--- src/rtl/imem_loader_if.sv ---
// Byte-stream, control and IMEM write-port signals of the instruction-memory loader.
// The master side (host / UART path plus the IMEM port) drives start, len and the byte stream.
// The slave side (the loader) drives the rest.
interface imem_loader_if;
    logic        start;
    logic [31:0] len;
    logic        s_valid;
    logic [7:0]  s_data;
    logic        s_ready;
    logic        wr_en;
    logic [31:0] wr_addr;
    logic [31:0] wr_data;
    logic        cpu_rst_n;
    logic        busy;
    logic        done;
    logic        err;

    modport master (
        output start, len, s_valid, s_data,
        input  s_ready, wr_en, wr_addr, wr_data, cpu_rst_n, busy, done, err
    );

    modport slave (
        input  start, len, s_valid, s_data,
        output s_ready, wr_en, wr_addr, wr_data, cpu_rst_n, busy, done, err
    );
endinterface

--- src/rtl/imem_loader.sv ---
// Boot-time IMEM loader. It holds the core in reset and packs a byte stream little-endian
// into 32-bit words. It writes one IMEM word per 4 bytes and releases the core reset only
// after a complete, valid load.
// Optional feature: define IMEM_LOADER_CHECKSUM_EN to require a trailing checksum byte.
// With that byte added, the 8-bit payload sum must wrap to zero.
//
// state | meaning
// IDLE  | waiting for start after reset
// RECV  | accepting payload bytes into the word register
// WRITE | one-cycle IMEM word write
// CHK   | accepting the checksum byte (checksum build only)
// DONE  | load good, core reset released
// ERR   | load rejected, core held in reset
module imem_loader #(
    parameter int MEM_NBYTE = 4096
) (
    input  logic          clk,
    input  logic          rst_n,
    imem_loader_if.slave  bus
);

    localparam logic [2:0] STATE_IDLE  = 3'd0;
    localparam logic [2:0] STATE_RECV  = 3'd1;
    localparam logic [2:0] STATE_WRITE = 3'd2;
`ifdef IMEM_LOADER_CHECKSUM_EN
    localparam logic [2:0] STATE_CHK   = 3'd3;
`endif
    localparam logic [2:0] STATE_DONE  = 3'd4;
    localparam logic [2:0] STATE_ERR   = 3'd5;

    // A zero-length load still has to pass through the checksum byte when it is enabled.
`ifdef IMEM_LOADER_CHECKSUM_EN
    localparam logic [2:0] STATE_END = STATE_CHK;
`else
    localparam logic [2:0] STATE_END = STATE_DONE;
`endif

    logic [2:0]  state_q, state_d;
    logic [31:0] len_q, len_d;
    logic [31:0] addr_q, addr_d;
    logic [1:0]  idx_q, idx_d;
    logic [31:0] word_q, word_d;
    logic        wr_en_q, wr_en_d;
    logic [31:0] wr_addr_q, wr_addr_d;
    logic [31:0] wr_data_q, wr_data_d;
    logic        busy_q, busy_d;
    logic        done_q, done_d;
    logic        err_q, err_d;
    logic        cpu_rst_n_q, cpu_rst_n_d;
`ifdef IMEM_LOADER_CHECKSUM_EN
    logic [7:0]  sum_q, sum_d;
`endif

    logic        s_ready;
    logic        accept;
    logic [31:0] word_next;
    logic [31:0] addr_inc;

    // s_ready is the only output decoded directly from state.
    always_comb begin
        s_ready = (state_q == STATE_RECV);
`ifdef IMEM_LOADER_CHECKSUM_EN
        if (state_q == STATE_CHK) s_ready = 1'b1;
`endif
    end

    assign accept   = bus.s_valid && s_ready;
    assign addr_inc = addr_q + 32'd4;

    // Insert the incoming byte into its lane of the word being assembled.
    always_comb begin
        word_next = word_q;
        word_next[{idx_q, 3'b000} +: 8] = bus.s_data;
    end

    // Next-state and datapath logic. The registered outputs follow from state_d.
    always_comb begin
        state_d   = state_q;
        len_d     = len_q;
        addr_d    = addr_q;
        idx_d     = idx_q;
        word_d    = word_q;
        wr_addr_d = wr_addr_q;
        wr_data_d = wr_data_q;
`ifdef IMEM_LOADER_CHECKSUM_EN
        sum_d     = sum_q;
`endif
        case (state_q)
            STATE_IDLE, STATE_DONE, STATE_ERR: begin
                if (bus.start) begin
`ifdef IMEM_LOADER_CHECKSUM_EN
                    sum_d = 8'd0;
`endif
                    if ((bus.len[1:0] != 2'd0) || (bus.len > 32'(MEM_NBYTE))) begin
                        state_d = STATE_ERR;
                    end else if (bus.len == 32'd0) begin
                        state_d = STATE_END;
                    end else begin
                        state_d = STATE_RECV;
                        len_d   = bus.len;
                        addr_d  = 32'd0;
                        idx_d   = 2'd0;
                        word_d  = 32'd0;
                    end
                end
            end
            STATE_RECV: begin
                if (accept) begin
                    word_d = word_next;
                    idx_d  = idx_q + 2'd1;
`ifdef IMEM_LOADER_CHECKSUM_EN
                    sum_d  = sum_q + bus.s_data;
`endif
                    if (idx_q == 2'd3) begin
                        state_d   = STATE_WRITE;
                        wr_addr_d = addr_q;
                        wr_data_d = word_next;
                    end
                end
            end
            STATE_WRITE: begin
                addr_d  = addr_inc;
                state_d = (addr_inc == len_q) ? STATE_END : STATE_RECV;
            end
`ifdef IMEM_LOADER_CHECKSUM_EN
            STATE_CHK: begin
                if (accept) begin
                    state_d = ((sum_q + bus.s_data) == 8'd0) ? STATE_DONE : STATE_ERR;
                end
            end
`endif
            default: state_d = STATE_IDLE;
        endcase

        wr_en_d     = (state_d == STATE_WRITE);
        busy_d      = (state_d == STATE_RECV) || (state_d == STATE_WRITE);
`ifdef IMEM_LOADER_CHECKSUM_EN
        if (state_d == STATE_CHK) busy_d = 1'b1;
`endif
        done_d      = (state_d == STATE_DONE);
        err_d       = (state_d == STATE_ERR);
        cpu_rst_n_d = (state_d == STATE_DONE);
    end

    // State and registered outputs. Reset drops straight back to IDLE with the core held.
    always_ff @(posedge clk or negedge rst_n) begin
        if (!rst_n) begin
            state_q     <= STATE_IDLE;
            len_q       <= 32'd0;
            addr_q      <= 32'd0;
            idx_q       <= 2'd0;
            word_q      <= 32'd0;
            wr_en_q     <= 1'b0;
            wr_addr_q   <= 32'd0;
            wr_data_q   <= 32'd0;
            busy_q      <= 1'b0;
            done_q      <= 1'b0;
            err_q       <= 1'b0;
            cpu_rst_n_q <= 1'b0;
        end else begin
            state_q     <= state_d;
            len_q       <= len_d;
            addr_q      <= addr_d;
            idx_q       <= idx_d;
            word_q      <= word_d;
            wr_en_q     <= wr_en_d;
            wr_addr_q   <= wr_addr_d;
            wr_data_q   <= wr_data_d;
            busy_q      <= busy_d;
            done_q      <= done_d;
            err_q       <= err_d;
            cpu_rst_n_q <= cpu_rst_n_d;
        end
    end

`ifdef IMEM_LOADER_CHECKSUM_EN
    // Running payload sum for the trailing checksum byte.
    always_ff @(posedge clk or negedge rst_n) begin
        if (!rst_n) sum_q <= 8'd0;
        else        sum_q <= sum_d;
    end
`endif

    assign bus.s_ready   = s_ready;
    assign bus.wr_en     = wr_en_q;
    assign bus.wr_addr   = wr_addr_q;
    assign bus.wr_data   = wr_data_q;
    assign bus.busy      = busy_q;
    assign bus.done      = done_q;
    assign bus.err       = err_q;
    assign bus.cpu_rst_n = cpu_rst_n_q;

endmodule

--- src/flat_wrapper.sv ---
// flat-port wrapper written by rule: the top's interface ports become plain ports
module imem_loader_flat 
#(
    parameter int MEM_NBYTE = 4096
)
  (clk, rst_n, bus_start, bus_len, bus_s_valid, bus_s_data, bus_s_ready, bus_wr_en, bus_wr_addr, bus_wr_data, bus_cpu_rst_n, bus_busy, bus_done, bus_err);
  imem_loader_if bus_i ();
  input  logic clk;
  input  logic rst_n;
  input wire logic [$bits(bus_i.start)-1:0] bus_start;
  input wire logic [$bits(bus_i.len)-1:0] bus_len;
  input wire logic [$bits(bus_i.s_valid)-1:0] bus_s_valid;
  input wire logic [$bits(bus_i.s_data)-1:0] bus_s_data;
  output wire logic [$bits(bus_i.s_ready)-1:0] bus_s_ready;
  output wire logic [$bits(bus_i.wr_en)-1:0] bus_wr_en;
  output wire logic [$bits(bus_i.wr_addr)-1:0] bus_wr_addr;
  output wire logic [$bits(bus_i.wr_data)-1:0] bus_wr_data;
  output wire logic [$bits(bus_i.cpu_rst_n)-1:0] bus_cpu_rst_n;
  output wire logic [$bits(bus_i.busy)-1:0] bus_busy;
  output wire logic [$bits(bus_i.done)-1:0] bus_done;
  output wire logic [$bits(bus_i.err)-1:0] bus_err;
  assign bus_i.start = bus_start;
  assign bus_i.len = bus_len;
  assign bus_i.s_valid = bus_s_valid;
  assign bus_i.s_data = bus_s_data;
  assign bus_s_ready = bus_i.s_ready;
  assign bus_wr_en = bus_i.wr_en;
  assign bus_wr_addr = bus_i.wr_addr;
  assign bus_wr_data = bus_i.wr_data;
  assign bus_cpu_rst_n = bus_i.cpu_rst_n;
  assign bus_busy = bus_i.busy;
  assign bus_done = bus_i.done;
  assign bus_err = bus_i.err;
  imem_loader #(.MEM_NBYTE(MEM_NBYTE)) u_core (.clk(clk), .rst_n(rst_n), .bus(bus_i));
endmodule
--- config.mk ---
export PLATFORM = sky130hd
export DESIGN_NAME = imem_loader_flat
export DESIGN_NICKNAME = d
export VERILOG_FILES = /design/src/rtl/imem_loader_if.sv /design/src/rtl/imem_loader.sv /design/src/flat_wrapper.sv
export SDC_FILE = /design/constraint.sdc
export NUM_CORES = 1
export LEC_CHECK = 0
export CAP_MARGIN = 20
export CORE_UTILIZATION = 45
export CTS_CLUSTER_DIAMETER = 100
export DETAILED_ROUTE_END_ITERATION = 7
export PLACE_DENSITY = 0.77
export SYNTH_ARGS = -nofsm -noshare
export SYNTH_HDL_FRONTEND = slang
export SYNTH_SLANG_ARGS = --single-unit
--- constraint.sdc ---
create_clock -name clk -period 5.9 [get_ports clk]
set_clock_uncertainty 0.15 [all_clocks]
set_input_delay 1.77 -clock clk [delete_from_list [all_inputs] [get_ports clk]]
set_output_delay 1.77 -clock clk [all_outputs]
set_load 0.1 [all_outputs]
**Word level (Yosys, flattened, before mapping)**

Cells that the tools add are included.

- $add $sub $neg: 3
- Magnitude comparators: 1
- Equality and inequality tests: 14
- Shift operators: 2
- Multiplexer cells: 19
- Bitwise operators: 2
- Reductions and logical operators: 13

Operators by type and width:

| cell | count |
|---|---|
| 2-to-1 mux 32 bit | 4 |
| case mux 32 bit (2 select lines) | 2 |
| adder 32 x 3 -> 32 bit (second input constant) | 1 |
| bitwise mux 32 bit | 1 |
| == test 32 bit | 1 |
| greater-than comparator 32 x 13 -> 1 bit (second input constant) | 1 |
| logical NOT 32 bit | 1 |
| variable shift 8 x 7 -> 32 bit (first input constant) | 1 |
| variable part select 8 x 7 -> 32 bit | 1 |
| 2-to-1 mux 3 bit | 6 |
| == test 3 bit (second input constant) | 4 |
| case mux 3 bit (3 select lines) | 1 |
| 2-to-1 mux 2 bit | 4 |
| != test 2 bit (second input constant) | 4 |
| AND reduction 4 bit | 2 |
| negation 5 -> 7 bit | 1 |
| == test 3 x 1 -> 1 bit (second input constant) | 2 |
| == test 3 x 2 -> 1 bit (second input constant) | 2 |
| nonzero test 2 bit | 3 |
| AND reduction 5 bit | 1 |
| case mux 2 bit (2 select lines) | 1 |
| logical NOT 3 bit | 1 |
| AND reduction 3 bit | 1 |
| OR reduction 3 bit | 1 |
| 5 further kinds | 7 |

- Register bits: 169
- Bits of input ports: 44
- Output and inout bits: 70
- Logic and storage cells: 65

**Depth between registers and ports, before layout**

Gate-level depths: netlist of run 1.

- Word-level depth: 7
- Mapped depth: 10
- Mapped depth without buffers: 8

**Least setup slack after synthesis of run 1**

Ideal clock, no wire load.

- Kind: register -> output
- Start: reg u_core.state_q[0]
- End: out bus_s_ready
- Data arrival time: 2.540 ns
- Required time: 3.980 ns
- Path slack: 1.440 ns
- Stages on the path, launching flop included: 3
- Buffers on the path: 0
- Cell sequence: dfrtp_1 > inv_1 > nor3_1

- Cells in the longest elaborated chain, start to end: 1

Ends and longest elaborated chain:

| element | RTL line | text |
|---|---|---|
| start, declared | imem_loader.sv:38 | `logic [2:0] state_q, state_d;` |
| start signal, assigned | imem_loader.sv:161 | `state_q <= state_d;` |
| == test 3 x 1 -> 1 bit | imem_loader.sv:61 | `s_ready = (state_q == STATE_RECV);` |
| end, declared | flat_wrapper.sv:14 | `output wire logic [$bits(bus_i.s_ready)-1:0] bus_s_ready;` |

Every way passes these cells.

**Final worst setup path of run 1**

- Start: in bus_len[9]
- End: reg u_core.len_q[11]

- Cells in the longest elaborated chain, start to end: 4
- Elaborated cells on any way between the ends: 6
- Classes of those cells: order compare (1); bitwise (2); reduce/logical (3)

Ends and longest elaborated chain:

| element | RTL line | text |
|---|---|---|
| start, declared | flat_wrapper.sv:11 | `input wire logic [$bits(bus_i.len)-1:0] bus_len;` |
| greater-than comparator 32 x 13 -> 1 bit | imem_loader.sv:94 | `if ((bus.len[1:0] != 2'd0) \|\| (bus.len > 32'(MEM_NBYTE))) begin` |
| logical OR 1 bit | imem_loader.sv:94 |  |
| NOT 1 bit (no source line) | n/a |  |
| AND reduction 4 bit (no source line) * | n/a |  |
| end signal, assigned | imem_loader.sv:162 | `len_q <= len_d;` |
| end, declared | imem_loader.sv:39 | `logic [31:0] len_q, len_d;` |

Mark *: on every way between the ends. The rest lies on a longest branch, timed or not.
A chain may end at the register's enable or synchronous reset.

==> out/metrics.cfg, run 1 <==
[clocking]
cts_sinks = 165
root_buffer = clkbuf_16
path_clk_slew_ps = 70
cts.hold.buffers_added = 0
cts_resized = 0
worstSkewPairLatency_ps = 440
htreeDepth = 4
cts_setup_buffers = 0
cts_inserted_buffers = 17
cts_tree = yes
clockBufferDepth = 2

[global_route]
grt_pass1_wl_um = 33780
grt_pass1_vias = 6419
grt_max_degree = 101
globalRoute.busiestLayer = met2
met3_usage_pct = 4.959
antenna_found_initial = 0
met1_usage_pct = 32.32
grt_use_total_pct = 23.59
use_met2_pct = 37.45
overflow = 0

[layout]
final.fill_count = 1533
final_common_cell = dfrtp_1
area_growth_pct = 22.27
drive_above_1_share_pct = 7.419
fin_nets = 968
final_util_pct = 56.73
layout_common_cells = dfrtp_1 (165), nand2_1 (126), clkdlybuf4s50_1 (110)
n_antenna_cell = 0

[place]
port_buffers = 111
hpwl_um = 13770
place_congestion = 0.9005

[detailed_routing]
dr_total_vias = 6662
drc = 0
vias_per_cell = 5.768
wl_per_cell_um = 17.70
wirelength_um = 20450
ant_nets = 0
dr.pass1.iters = 5
drt_iter0_drc = 623

[floorplanning]
initial_core_util_pct = 46.40
num_rows = 48
num_io_pins = 114
die_y_um = 136.2
fp.coreArea_mm2 = 0.01748
dieWidth_um = 136.2
die_area_mm2 = 0.01856

[synthesis]
ys_types = 67
syn_avg_cell_area_um2 = 9.642
syn_area_mm2 = 0.008109
synth-seq-cells = 165
synthArstFlopShare_pct = 100.0
postSynthCellCount = 841
ys.warnings.count = 0
synth_top_flop_cell = dfrtp_1
synth_edf_count = 0
ys_seq_area_share_pct = 50.92

[run]
drv_cap = 0

[sta]
fin_crit_sh_pct = 78.90
slew_viol_final = 0
setup_viol = 0
worst_pin_slew_ps = 1041
setup-tns-final_ps = 0
hold_viol_final = 0
min_period_ps = 4655
relSlewSlack_pct = 30.36
rsz0062_at_grt = false
whs_ps = 328.6
clock.fmax_mhz = 214.8

[critical_path]
critPathCaptureType = register
worstPathRequired_ps = 6070
criticalPathCategory = in2reg
cp_max_fo = 20
arrival_ps = 4830
worstSetupStartpointType = input pin

[pwr]
vdd_drop_max_mv = 0.1980
power.density_mw_per_mm2 = 241.6
p_leak_nw = 4.567

[min_path]
hold_path.class = reg2reg

[outcome]
outcome = finished, final reports clean

==> final timing paths <==
kind	start	to	slack, ps	depth (start not counted)
min in group asynchronous	rst_n	u_core.bus.wr_data[11]	1290	1
hold / removal	u_core.bus.wr_addr[22]	u_core.bus.wr_addr[22]	330	2
setup / recovery	bus_len[9]	u_core.len_q[11]	1240	9
max in group asynchronous	rst_n	u_core.state_q[0]	3240	2
hold reg to reg	u_core.bus.wr_addr[22]	u_core.bus.wr_addr[22]	330	2
setup reg to reg	u_core.addr_q[2]	u_core.bus.busy	1820	8
==> flip-flops by register name, summed over array words and instances (netlist names) <==
name / cells
u_core.addr_q: 30
u_core.word_q: 32
u_core.len_q: 32
u_core.bus.wr_en: 1
u_core.bus.wr_data: 32
u_core.bus.done: 1
u_core.bus.err: 1
u_core.state_q: 3
u_core.bus.wr_addr: 30
u_core.bus.busy: 1
u_core.idx_q: 2
==> where the power goes <==
part / switching (W) / leakage [nW] / total, W / internal, W
logic: 0.0000557 / 2.14 / 0.0000863 / 0.0000306
registers: 0.00000124 / 2.13 / 0.00113 / 0.00113
clock network: 0.000486 / 0.299 / 0.00118 / 0.000690
==> worst max-delay path: stages <==
cell             delay (ps)
clkdlybuf4s50_1         430
nor4_1                  580
nand4_1                 230
mux2i_1                 160
nor4b_1                 360
buf_4                   220
nand2_1                 380
buf_4                   380
mux2_2                  290
==> kinds of logic after synthesis <==
kind of cell | after synthesis | synth area share [%]
adders and majority gates | 7 | 1.080
and+or+nand+nor | 361 | 22.00
buffers and inverters | 80 | 4.505
AOI/OAI and AO/OA | 177 | 15.66
muxes | 14 | 1.898
xor gates and xnor gates | 36 | 3.888
DFF | 165 | 50.92
other | 1 | 0.04624
==> synthesized netlist by cell type, types with 4 or more instances <==
cell	number	share of area, %
and2_1	25	1.9
inv_1	9	0.42
or4_1	9	0.83
buf_4	10	0.93
nand3_1	22	1.4
ha_1	7	1.1
a221oi_1	33	3.6
o21ai_0	41	2.5
a31oi_1	7	0.54
nor3_1	9	0.56
dfrtp_1	165	51
xnor2_1	24	2.6
a21oi_1	23	1.4
buf_1	9	0.42
buf_2	8	0.49
nor4b_1	4	0.43
or3_1	8	0.62
and3_1	7	0.54
nor2_1	88	4.1
a22oi_1	5	0.46
mux2_2	11	1.5
nor4_1	13	1.0
nand2_1	127	5.9
o31ai_1	10	0.93
xor2_1	12	1.3
o41ai_1	7	0.76
a22o_1	32	3.5
clkbuf_1	36	1.7
and4_1	7	0.76
nand4_1	15	1.2
and2_0	4	0.31
==> per-layer routing <==
metal	share of wire [%]	wire (um)
met5	0	0
met1	44	9039
met3	6.2	1260
met2	48	9821
met4	1.6	327
==> stage by stage <==
step / instances / setup WS (ps) / area (um^2) / power, W
2_1_floorplan: 842 / 1440 / 8113 / 0.001182
3_3_place_gp: 1123 / 796.7 / 9283 / 0.001241
3_5_place_dp: 1123 / 820.3 / 9283 / 0.001242
4_1_cts: 1155 / 1275 / 9915 / 0.002415
5_1_grt: 1155 / 1093 / 9915 / 0.002476
6_report: 1155 / 1245 / 9915 / 0.002396
==> final cells by class <==
type / count / area (um^2) / share of cell area, %
timing repair buffer: 123 / 1202 / 12.13
clock buffer: 18 / 439.2 / 4.430
tap: 225 / 281.5 / 2.839
multi-input combinational: 597 / 3621 / 36.52
clock inverter: 14 / 192.7 / 1.943
sequential: 165 / 4129 / 41.65
inverter: 13 / 48.80 / 0.4922
Power figures use the tool's default switching activity.
==> run 2, diff against run 1 <==
--- a/config.mk
+++ b/config.mk
@@ -9,7 +9,7 @@
 export CORE_UTILIZATION = 45
 export CTS_CLUSTER_DIAMETER = 100
 export DETAILED_ROUTE_END_ITERATION = 7
-export PLACE_DENSITY = 0.77
+export PLACE_DENSITY = 0.79
 export SYNTH_ARGS = -nofsm -noshare
 export SYNTH_HDL_FRONTEND = slang
 export SYNTH_SLANG_ARGS = --single-unit
==> constraint.sdc (replaced) <==
create_clock -name clk -period 3.73 [get_ports clk]
set_clock_uncertainty 0.15 [all_clocks]
set_input_delay 1.119 -clock clk [delete_from_list [all_inputs] [get_ports clk]]
set_output_delay 1.119 -clock clk [all_outputs]
set_load 0.1 [all_outputs]
==> run 2 against run 1 <==
Effect of this change:
- hold slack lost 0.73 ps
- critical path depth shrank 2
- total power grew 54%
- largest power group is now registers
- cell area grew 0.76%
- critical endpoint is now u_core.bus.busy
- non-clock buffer count grew 34
- largest cell class unchanged
- core utilization grew 0.43 points
- first-iteration DRC count shrank 11%
- clock power grew 48%
==> out/metrics.cfg, run 2 (synthesis results as in run 1) <==
[pwr]
vdd_drop_max_mv = 0.3223  ; +63%
switchingPower_w = 0.0008923  ; +64%
p_sw_share_pct = 24.24  ; +1.6 points
p_leak_nw = 4.853  ; +6.3%
combPwrFrac_pct = 3.8  ; +0.2 points
clockPowerShare_pct = 47.5  ; -1.6 points
intPower_w = 0.002789  ; +51%
p_seq_share_pct = 48.7  ; +1.4 points
power.density_mw_per_mm2 = 368.5  ; +53%

[detailed_routing]
dr.pass1.iters = 5  ; unchanged
vias_per_cell = 5.807  ; +0.67%
wirelength_um = 20820  ; +1.8%
drt_iter0_drc = 552  ; -11%
ant_nets = 0  ; unchanged
wl_per_cell_um = 17.51  ; -1.1%
drc = 0  ; unchanged
dr_total_vias = 6904  ; +3.6%

[global_route]
overflow = 0  ; unchanged
grt_use_total_pct = 23.38  ; -0.21 points
grt_pass1_vias = 6585  ; +2.6%
grt_pass1_wl_um = 33750  ; -0.10%
antenna_found_initial = 0  ; unchanged
grt_max_degree = 61  ; -40%

[sta]
min_period_ps = 3518
rsz0062_at_grt = false
setup_viol = 0  ; unchanged
fin_crit_sh_pct = 94.30
setup_ws_ps = 212.5  ; -1032 ps
worst_pin_slew_ps = 769.0  ; -272.4 ps
slew_viol_final = 0  ; unchanged
relSlewSlack_pct = 48.73  ; +18 points
clock.fmax_mhz = 284.3
hold_viol_final = 0  ; unchanged

[clocking]
cts_tree = yes
cts.hold.buffers_added = 0  ; unchanged
htreeDepth = 4  ; unchanged
clockBufferDepth = 2  ; unchanged
path_clk_slew_ps = 70  ; about the same
cts_inserted_buffers = 17  ; unchanged
worstSkewPairLatency_ps = 430  ; about the same
root_buffer = clkbuf_16
cts_sinks = 165  ; unchanged

[min_path]
hold_path.class = reg2reg
hold_start = u_core.bus.wr_addr[25]

[outcome]
outcome = finished, final reports clean

[floorplanning]
dieWidth_um = 136.2  ; unchanged
die_y_um = 136.2  ; unchanged
fp.coreArea_mm2 = 0.01748  ; unchanged
die_area_mm2 = 0.01856  ; unchanged
num_rows = 48  ; unchanged
initial_core_util_pct = 46.40  ; unchanged
num_io_pins = 114  ; unchanged

[critical_path]
rr_worst_depth = 7  ; -1
startpoint = u_core.addr_q[5]
cp_max_fo = 10  ; -50%
endpoint = u_core.bus.busy
worstPathRequired_ps = 3900  ; -2170 ps
rr_startpoint = u_core.addr_q[5]
arrival_ps = 3690  ; -1140 ps
critPathCaptureType = register
crit-reg2reg-capture = u_core.bus.busy
r2r_setup_slack_ps = 210  ; -1610 ps
criticalPathCategory = reg2reg
worstSetupStartpointType = register

[layout]
layout_common_cells = dfrtp_1 (165), nand2_1 (126), buf_4 (112)
final_common_cell = dfrtp_1
n_antenna_cell = 0  ; unchanged
area_growth_pct = 23.19
drive_above_1_share_pct = 17.95  ; +11 points
final_area_mm2 = 0.009990  ; +0.76%
layout.cells.non_filler = 1189  ; +2.9%
final_util_pct = 57.16  ; +0.43 points
fin_nets = 1002  ; +3.5%

[place]
port_buffers = 111  ; unchanged
dp_cells = 1157  ; +3.0%
place_congestion = 0.9075  ; +0.78%
dpl_cell_area_mm2 = 0.009398  ; +1.2%
hpwl_um = 14450  ; +4.9%
dp_slack_ps = -285.8  ; -1106 ps

[run]
drv_cap = 0  ; unchanged

[run 2: cell count changes in the layout (fill, tap and decap cells not counted), sizes merged]
cell / previous run / this run
bufinv: 3 / 1
clkbuf: 18 / 17
clkdlybuf4s50: 110 / 42
buf: 13 / 115
inv: 15 / 18
[run 2: worst min path at each step]
stage,depth (start not counted),to
final,2,u_core.bus.wr_addr[25]
after global routing,2,u_core.bus.wr_addr[25]
after CTS,2,u_core.bus.wr_addr[25]
after detailed placement,2,u_core.bus.wr_addr[15]
after global placement,2,u_core.bus.wr_addr[26]
after floorplan,1,u_core.len_q[1]
[run 2: final cells by class]
class / count / area [um^2]
Fill cell: 1518 / 7487
Sequential cell: 165 / 4129
Multi-Input combinational cell: 597 / 3632
Timing Repair Buffer: 157 / 1313
Clock buffer: 17 / 425.4
Tap cell: 225 / 281.5
Clock inverter: 15 / 160.2
Inverter: 13 / 48.80
[run 2: routing by layer]
metal | part of all wire [%] | wire [um] | GRT usage (%)
met1 | 44 | 9097 | 30.40
met2 | 48 | 10050 | 38.58
met3 | 5.7 | 1194 | 4.735
met4 | 2.3 | 473 | 8.210
met5 | 0 | 0 | 0
[run 2: critical path, stage by stage (launching register included)]
cell and delay (ps):
dfrtp_1 560, and4_1 410, nand3_4 90, or3_1 360
a2111o_1 430, or4_1 570, or4b_4 590, a31o_1 240
[run 2: metrics by stage]
step / power (W) / hold WS [ps] / setup TNS (ps)
3_5_place_dp: 0.001969 / 314.9 / -18510
6_report: 0.003681 / 327.9 / 0
5_1_grt: 0.003795 / 346.3 / 0
3_3_place_gp: 0.001967 / 314.1 / -16780
4_1_cts: 0.003710 / 332.6 / 0
2_1_floorplan: 0.001870 / 304.3 / 0
[run 2: timing repair]
item	4_1_cts	5_1_grt
endpoints found under the setup margin	0	8
buffers inserted	0	0
gates resized for setup	0	1
hold endpoints to repair	0	0
[run 2: power by group through the flow]
| stage | clock network [W] | logic, W | registers (W) |
|---|---|---|---|
| detailed placement | 0 | 0.000142 | 0.00183 |
| finish | 0.00175 | 0.000140 | 0.00179 |
| CTS | 0.00178 | 0.000142 | 0.00179 |
| floorplan | 0 | 0.0000326 | 0.00184 |
| global placement | 0 | 0.000140 | 0.00183 |
| global route | 0.00185 | 0.000151 | 0.00179 |
